[config.mk]
export PLATFORM = sky130hd
export DESIGN_NAME = csr_trap_seq
export DESIGN_NICKNAME = d
export VERILOG_FILES = /design/src/rtl/csr_trap_seq.sv
export SDC_FILE = /design/constraint.sdc
export NUM_CORES = 1
export LEC_CHECK = 0
export ABC_AREA = 1
export CAP_MARGIN = 20
export CORE_MARGIN = 2
export CORE_UTILIZATION = 45
export DETAILED_ROUTE_END_ITERATION = 10
export PLACE_DENSITY = 0.75
export SYNTH_ARGS = -nofsm -noshare
export SYNTH_HDL_FRONTEND = slang
export SYNTH_SLANG_ARGS = --single-unit
[constraint.sdc]
create_clock -name clock -period 2.5 [get_ports clock]
set_input_delay 0.25 -clock clock [delete_from_list [all_inputs] [get_ports clock]]
set_output_delay 0.25 -clock clock [all_outputs]
set_load 0.1 [all_outputs]
[src/rtl/csr_trap_seq.sv]
// csr_trap_seq: sequencer that runs CSR ops, trap entry and MRET on the CSR file's port pair.
// At most one CSR port is active in any state; the CSR file forwards write data on matching addresses.
module csr_trap_seq #(
  parameter logic [31:0] ECALL_CAUSE = 32'd11,
  parameter logic [31:0] ILL_CAUSE   = 32'd2
) (
  input  logic        clock,
  input  logic        reset,
  input  logic        i_inst_valid,
  output logic        o_inst_ready,
  input  logic [2:0]  i_inst_op,
  input  logic [31:0] i_inst_pc,
  input  logic [11:0] i_inst_csr,
  input  logic [31:0] i_inst_src,
  output logic        o_rd_valid,
  output logic [31:0] o_rd_data,
  output logic        o_redir_valid,
  output logic [31:0] o_redir_pc,
  output logic        o_csr_ren,
  output logic [11:0] o_csr_raddr,
  input  logic [31:0] i_csr_rdata,
  output logic        o_csr_wen,
  output logic [11:0] o_csr_waddr,
  output logic [31:0] o_csr_wdata,
  output logic        o_busy
);
  typedef enum logic [3:0] {
    IDLE, C_RD, C_WR, T_EPC, T_CAUSE, T_SRD, T_SWR, T_VEC, M_SRD, M_SWR, M_EPC, DONE
  } state_t;
  state_t      r_state, w_next;
  logic [2:0]  r_op;
  logic [31:0] r_pc, r_src, r_old, r_st, r_cause, r_npc;
  logic [11:0] r_csr;
  logic        r_redir;
  logic        w_csr_op, w_ro_wr, w_trap, w_skip;
  logic [31:0] w_new, w_st_trap, w_st_mret;
  assign w_csr_op = i_inst_op <= 3'd2;
  // Writing a read-only CSR traps; RS/RC with src==0 is a pure read and stays legal.
  assign w_ro_wr  = w_csr_op && i_inst_csr[11:10] == 2'b11 && (i_inst_op == 3'd0 || i_inst_src != 32'd0);
  assign w_trap   = (!w_csr_op && i_inst_op != 3'd4) || w_ro_wr;
  assign w_skip   = r_op != 3'd0 && r_src == 32'd0;
  assign w_new    = r_op == 3'd0 ? r_src : r_op == 3'd1 ? (r_old | r_src) : (r_old & ~r_src);
  assign w_st_trap = {r_st[31:13], 2'b11, r_st[10:8], r_st[3], r_st[6:4], 1'b0, r_st[2:0]};
  assign w_st_mret = {r_st[31:13], 2'b11, r_st[10:8], 1'b1, r_st[6:4], r_st[7], r_st[2:0]};
  always_ff @(posedge clock) begin
    if (reset) r_state <= IDLE;
    else r_state <= w_next;
  end
  always_comb begin
    w_next = IDLE;
    case (r_state)
      IDLE:    w_next = !i_inst_valid ? IDLE : i_inst_op == 3'd4 ? M_SRD : w_trap ? T_EPC : C_RD;
      C_RD:    w_next = C_WR;
      C_WR:    w_next = DONE;
      T_EPC:   w_next = T_CAUSE;
      T_CAUSE: w_next = T_SRD;
      T_SRD:   w_next = T_SWR;
      T_SWR:   w_next = T_VEC;
      T_VEC:   w_next = DONE;
      M_SRD:   w_next = M_SWR;
      M_SWR:   w_next = M_EPC;
      M_EPC:   w_next = DONE;
      default: w_next = IDLE;
    endcase
  end
  always_ff @(posedge clock) begin
    if (reset) begin
      r_op    <= '0;
      r_pc    <= '0;
      r_csr   <= '0;
      r_src   <= '0;
      r_cause <= '0;
      r_redir <= 1'b0;
      r_old   <= '0;
      r_st    <= '0;
      r_npc   <= '0;
    end else begin
      if (r_state == IDLE && i_inst_valid) begin
        r_op    <= i_inst_op;
        r_pc    <= i_inst_pc;
        r_csr   <= i_inst_csr;
        r_src   <= i_inst_src;
        r_cause <= i_inst_op == 3'd3 ? ECALL_CAUSE : ILL_CAUSE;
        r_redir <= !w_csr_op || w_ro_wr;
      end
      if (r_state == C_RD) r_old <= i_csr_rdata;
      if (r_state == T_SRD || r_state == M_SRD) r_st <= i_csr_rdata;
      if (r_state == T_VEC || r_state == M_EPC) r_npc <= i_csr_rdata & ~32'h3;
    end
  end
  always_comb begin
    o_inst_ready  = r_state == IDLE;
    o_busy        = r_state != IDLE;
    o_csr_ren     = r_state == C_RD || r_state == T_SRD || r_state == T_VEC || r_state == M_SRD || r_state == M_EPC;
    o_csr_raddr   = r_state == C_RD ? r_csr :
                    (r_state == T_SRD || r_state == M_SRD) ? 12'h300 :
                    r_state == T_VEC ? 12'h305 :
                    r_state == M_EPC ? 12'h341 : 12'h000;
    o_csr_wen     = !reset && ((r_state == C_WR && !w_skip) || r_state == T_EPC || r_state == T_CAUSE ||
                    r_state == T_SWR || r_state == M_SWR);
    o_csr_waddr   = r_state == C_WR ? r_csr :
                    r_state == T_EPC ? 12'h341 :
                    r_state == T_CAUSE ? 12'h342 :
                    (r_state == T_SWR || r_state == M_SWR) ? 12'h300 : 12'h000;
    o_csr_wdata   = r_state == C_WR ? w_new :
                    r_state == T_EPC ? (r_pc & ~32'h3) :
                    r_state == T_CAUSE ? r_cause :
                    r_state == T_SWR ? w_st_trap :
                    r_state == M_SWR ? w_st_mret : 32'd0;
    o_rd_valid    = r_state == DONE && !r_redir;
    o_rd_data     = o_rd_valid ? r_old : 32'd0;
    o_redir_valid = r_state == DONE && r_redir;
    o_redir_pc    = o_redir_valid ? r_npc : 32'd0;
  end
endmodule

==> results of run 1 <==
==> cell type report <==
class	instances	area (sq um)	area share
timing repair buffer	258	3790	0.292
multi-input combinational	716	4220	0.326
clock inverter	13	153	0.0118
sequential	176	3530	0.272
tap	225	282	0.0217
clock buffer	19	433	0.0334
inverter	145	558	0.0430
==> cells in the final DEF, fill, tap and decap left out, drive strengths merged <==
| master | count |
|---|---|
| inv | 147 |
| o21a | 1 |
| nand3 | 9 |
| clkbuf | 19 |
| o211ai | 5 |
| nand2 | 87 |
| nor3 | 35 |
| bufinv | 2 |
| nand4 | 9 |
| clkinvlp | 4 |
| conb | 2 |
| a22oi | 27 |
| a21oi | 174 |
| clkdlybuf4s50 | 110 |
| dfxtp | 176 |
| o221ai | 1 |
| o21ai | 188 |
| clkinv | 5 |
| buf | 148 |
| nor2 | 178 |
==> flip-flops by register name, summed over array words and instances (netlist names) <==
register,flops
r_op,3
r_redir,1
r_cause,2
r_state,4
r_st,30
r_src,32
r_npc,30
r_old,32
r_csr,12
r_pc,30
==> worst max-delay path by stage <==
| stage | start | endpoint | slack (ns) | depth (start not counted) |
|---|---|---|---|---|
| after detailed placement | r_state[3] | o_csr_wen | 0.48 | 9 |
| after floorplan | r_state[3] | o_csr_raddr[0] | -0.71 | 6 |
| after global placement | r_op[2] | o_csr_wdata[27] | 0.49 | 8 |
| final | r_state[3] | o_csr_wen | 0.09 | 9 |
| after CTS | r_op[2] | o_csr_wdata[27] | 0.02 | 8 |
| after global routing | r_state[2] | o_csr_wen | 0.02 | 9 |
==> metal layers <==
layer | vias to the layer above | part of all wire | global-route usage
met5 | - | 0.00063 | 0
met4 | 2 | 0.017 | 0.0788
met3 | 47 | 0.095 | 0.0865
met2 | 362 | 0.48 | 0.488
met1 | 3857 | 0.40 | 0.351
li1 | 4061 | - | -
==> cell families (layout without fill, tap and decap cells) <==
family,Yosys count,after routing,share of synthesized area
AOI/OAI and AO/OA,396,396,0.269
and+or+nand+nor,317,318,0.171
buffers and inverters,223,435,0.122
DFF,176,176,0.438
other,1,2,0.000466
==> worst reg2reg max path, delay by kind of cell, from the launching register on <==
kind,cells,cell delay (ns)
AOI/OAI and AO/OA,2,0.32
DFF,1,0.37
and+or+nand+nor,2,0.22
buffers and inverters,3,0.77
==> timing repair <==
action / CTS / global route
setup buffers: 0 / 2
resized for setup: 0 / 1
endpoints found under the setup margin: 0 / 24
==> power groups by stage <==
stage | Clock, mW | Combinational (mW) | Sequential (mW)
final | 2.68 | 6.98 | 4.12
after global routing | 2.82 | 7.40 | 4.20
after CTS | 2.70 | 6.92 | 4.10
after detailed placement | 0 | 6.88 | 4.16
after global placement | 0 | 6.78 | 4.13
after floorplan | 0 | 4.85 | 4.05
==> impl_metrics.yaml, run 1 <==
setup_path:
  cp_data_arrival_time_ns: 2.16
  cp-end-kind: "primary output"
  critPathMostFrequentCell: "nor2_4"
  crit_chain: "inv_2 > nor2_4 > inv_4 > nor2_4 > nor2_4 > inv_6 > nor3_4 > a21oi_2 > buf_12"
  reg2reg_depth: 7
  r2r_start: "r_state[3]"
  reg2reg_setup_slack_ns: 0.76
  required_ns: 2.25
  critPathTopFamily: "buffers and inverters"
  path_max_fanout: 28
  crit_type: "flip-flop to primary output"
  path_buf_inv: 4
  cpPeakStageDelay_ns: 0.37
  cp-start-kind: "flip-flop"
  reg2reg_to: "r_old[5]"
  slowest_stage: "dfxtp_2"
yosys:
  async_reset_ff_frac: 0
  ys_ff_latch: 176
  synth_common_cells: "dfxtp_1 (176), a21oi_1 (174), nor2_1 (167)"
  yosysWarnings: 0
  syn_area_per_cell_sq_um: 7.23
  syn_area_sq_um: 8050
  netlist.area_leader.share: 0.438
  ys_types: 30
  synth.most_common_cell: "dfxtp_1"
  synthTopCellsByArea: "dfxtp_1 (44%), a21oi_1 (11%), o21ai_0 (9.3%), nor2_1 (7.8%), inv_1 (6.1%)"
  ys_seq_area_frac: 0.438
  synth_cells: 1113
  ys.flop_type: "dfxtp_1"
  synth.largest_area_cell: "dfxtp_1"
  synth-edff-count: 0
finish:
  final_util: 0.744
  fin_area_sq_um: 13000
  fill_cells: 1314
  syn_to_final_growth_pct: 61.0
  layout.cells.non_filler: 1552
  drive_gt1_frac: 0.264
  nets: 1428
  num_antenna_cells: 0
sta:
  rsz0062_at_grt: "false"
  post-route-min-period_ns: 2.41
  report.final.slew_viol_count: 0
  slew-limit-headroom: 0.471
  finalHoldViolCount: 0
  fin_crit_sh: 0.966
  hold_ws_ns: 0.372
  setup_tns_ns: 0
  setup_ws_ns: 0.0859
  worst_pin_slew_ns: 0.794
  finClkSkew_ns: 0.00697
  setup_viol: 0
  fmax_mhz: 414
placed_design:
  gp_congestion: 0.882
  preCtsSetupSlack_ns: 0.483
  dp_cells: 1517
  io_buffers: 235
  hpwl_microns: 19000
  dpl_cell_area_sq_um: 12400
hold_path:
  hold_end: "r_pc[28]"
  hold_path_depth: 3
  worstHoldStart: "i_inst_pc[28]"
  hold_path.class: "input pin to flip-flop"
power:
  power.total_mw: 13.8
  intPower_mw: 7.27
  ir_drop_mv: 1.15
  switchingPower_mw: 6.51
  pwr-share-clk: 0.194
  p_comb_frac: 0.506
  swShare: 0.472
  p_leak_nw: 4.59
  seq_power_share: 0.299
  power_density_nw_per_um2: 1060
global_route:
  grt_pass1_vias: 7992
  antenna_found_initial: 1
  grt_first_pass_wirelength_microns: 41400
  grt-ovfl-total: 0
  gr-usage-all-layers: 0.286
  grt_max_degree: 62
detailed_routing:
  wl_microns: 27000
  drt_iter0_drc: 497
  routedWlPerCell_microns: 17.4
  vias: 8329
  antenna_left: 0
  drc_errors: 0
  first_pass_iters: 5
  drt-vias-per-instance: 5.37
clock_tree:
  htree_levels: 4
  holdBufCountCts: 0
  cts-root-buf: "clkbuf_16"
  cts_inserted_buffers: 17
  cts_tree: "yes"
  cts_buffer_depth: 2
  clock_latency_ns: 0.43
  numClockSinks: 176
  path_clk_slew_ns: 0.07
die:
  io_pins: 240
  rows: 48
  die-height_microns: 138
  core-area_sq_um: 17400
  start_util: 0.462
  die_w_microns: 138
  die_area_sq_um: 19000
job:
  max-cap-violations: 0
run_status:
  outcome: "completed"
No activity file was read; power rests on OpenSTA's default activity.
==> run 2, diff against run 1 <==
CORE_ASPECT_RATIO = 0.8   (was not set)
CORE_MARGIN = 4   (was 2)
==> run 2 against run 1 <==
  * First-iteration DRC count is 22% higher
  * Clock skew is 0.0025 ns higher
  * Global-route usage is 1.2 points lower
  * Sequential share of layout area is 0.081 points lower
  * Critical path type unchanged
  * Die area is 6.0% higher
  * Combinational power is 1% higher
  * Setup slack better by 0.010 ns
  * Non-clock buffer count is 4 higher
  * Sequential power hardly changed
  * Routed wire length is 4.0% higher
  * Register-to-register slack worse by 0.11 ns
  * Flip-flop and latch count stayed put
==> impl_metrics.yaml, run 2 (synthesis results as in run 1) <==
detailed_routing:
  drt_iter0_drc: 604
  drc_errors: 0
  wl_microns: 28100
  first_pass_iters: 5
  antenna_left: 0
  drt-vias-per-instance: 5.40
  routedWlPerCell_microns: 18.1
  vias: 8391
global_route:
  grt-ovfl-total: 0
  gr-usage-all-layers: 0.275
  grt_max_degree: 89
  antenna_found_initial: 2
  grt_first_pass_wirelength_microns: 43100
  grt_pass1_vias: 8032
sta:
  finalHoldViolCount: 0
  finClkSkew_ns: 0.00947
  setup_tns_ns: 0
  fmax_mhz: 416
  post-route-min-period_ns: 2.40
  rsz0062_at_grt: "false"
  slew-limit-headroom: 0.647
  worst_pin_slew_ns: 0.530
  report.final.slew_viol_count: 0
  fin_crit_sh: 0.961
  setup_viol: 0
clock_tree:
  cts_inserted_buffers: 17
  numClockSinks: 176
  cts-root-buf: "clkbuf_16"
  path_clk_slew_ns: 0.07
  cts_tree: "yes"
  htree_levels: 4
  cts_buffer_depth: 2
  holdBufCountCts: 0
  clock_latency_ns: 0.42
die:
  rows: 43
  die_w_microns: 158
  die_area_sq_um: 20100
  io_pins: 240
  start_util: 0.462
  die-height_microns: 128
  core-area_sq_um: 17400
power:
  power_density_nw_per_um2: 1070
  p_leak_nw: 4.63
  power.total_mw: 13.9
  ir_drop_mv: 1.30
run_status:
  outcome: "completed"
setup_path:
  crit_type: "flip-flop to primary output"
  r2r_start: "r_state[3]"
  reg2reg_depth: 8
  cp-start-kind: "flip-flop"
  cp-end-kind: "primary output"
  path_max_fanout: 13
  reg2reg_setup_slack_ns: 0.65
  reg2reg_to: "r_op[1]"
  cp_data_arrival_time_ns: 2.15
  required_ns: 2.25
hold_path:
  hold_end: "r_pc[13]"
  hold_path_depth: 2
  hold_path.class: "input pin to flip-flop"
  worstHoldStart: "reset"
finish:
  final_util: 0.746
  top_regs: "r_old x32, r_src x32"
  final_common_cell: "a21oi_1"
  nets: 1431
  most-common-layout-cells: "a21oi_1 (173), dfxtp_1 (172), o21ai_0 (142)"
  layout.cells.non_filler: 1554
  num_antenna_cells: 0
  drive_gt1_frac: 0.266
  syn_to_final_growth_pct: 61.5
placed_design:
  io_buffers: 235
  hpwl_microns: 19700
  gp_congestion: 0.862
  dp_cells: 1520
job:
  max-cap-violations: 0
run 2: changes by cell type in the layout (fill, tap and decap cells not counted), sizes merged:
cell	before	now
buf	148	152
nor2	178	177
bufinv	2	3
inv	147	145
clkinvlp	4	2
clkinv	5	7
run 2: layer usage:
layer,track usage,vias to the layer above,share of wire,wire length [microns]
met5,0,-,0.00078,22
met4,0.0840,4,0.019,521
met3,0.0864,41,0.10,2940
met2,0.440,368,0.47,13100
met1,0.356,3894,0.41,11500
li1,-,4084,-,-
run 2: how the worst max path moves through the flow:
stage,endpoint,startpoint,depth (start not counted)
after global placement,o_csr_wdata[12],r_op[2],7
after detailed placement,o_csr_wdata[12],r_op[2],7
after CTS,o_csr_wdata[15],r_state[0],7
after global routing,o_csr_wen,r_state[3],9
after floorplan,o_csr_raddr[0],r_state[3],6
final,o_csr_wdata[15],r_state[3],7
run 2: area by class of cell:
class                           instances  area (sq um)
Tap cell                              225           282
Multi-Input combinational cell        715          4220
Inverter                              145           561
Fill cell                            1290          4430
Clock inverter                         12           158
Sequential cell                       176          3530
Clock buffer                           19           453
Timing Repair Buffer                  262          3800
run 2: power by group:
part | switching [mW] | leakage [nW] | internal [mW]
Clock | 1.15 | 0.298 | 1.63
Sequential | 0.461 | 1.44 | 3.67
Combinational | 4.88 | 2.89 | 2.16
run 2: timing repair:
item,4_1_cts,5_1_grt
pin swaps,1,1
gates resized for setup,0,3
setup buffers,3,0
setup endpoints to repair,3,23
run 2: critical path: stages (launching register included):
cell     delay [ns]
dfxtp_2        0.35
inv_2          0.10
nand2_4        0.11
nor2_4         0.30
inv_4          0.17
buf_4          0.26
o21ai_2        0.22
buf_12         0.20
run 2: metrics by stage:
| step | worst slack, ns | hold WS (ns) | cell area, sq um |
|---|---|---|---|
| CTS | 0.0173 | 0.254 | 13000 |
| floorplan | -0.713 | 0.393 | 8760 |
| finish | 0.0964 | 0.271 | 13000 |
| global placement | 0.495 | 0.441 | 12300 |
| detailed placement | 0.454 | 0.447 | 12300 |
| global route | 0.00487 | 0.264 | 13000 |
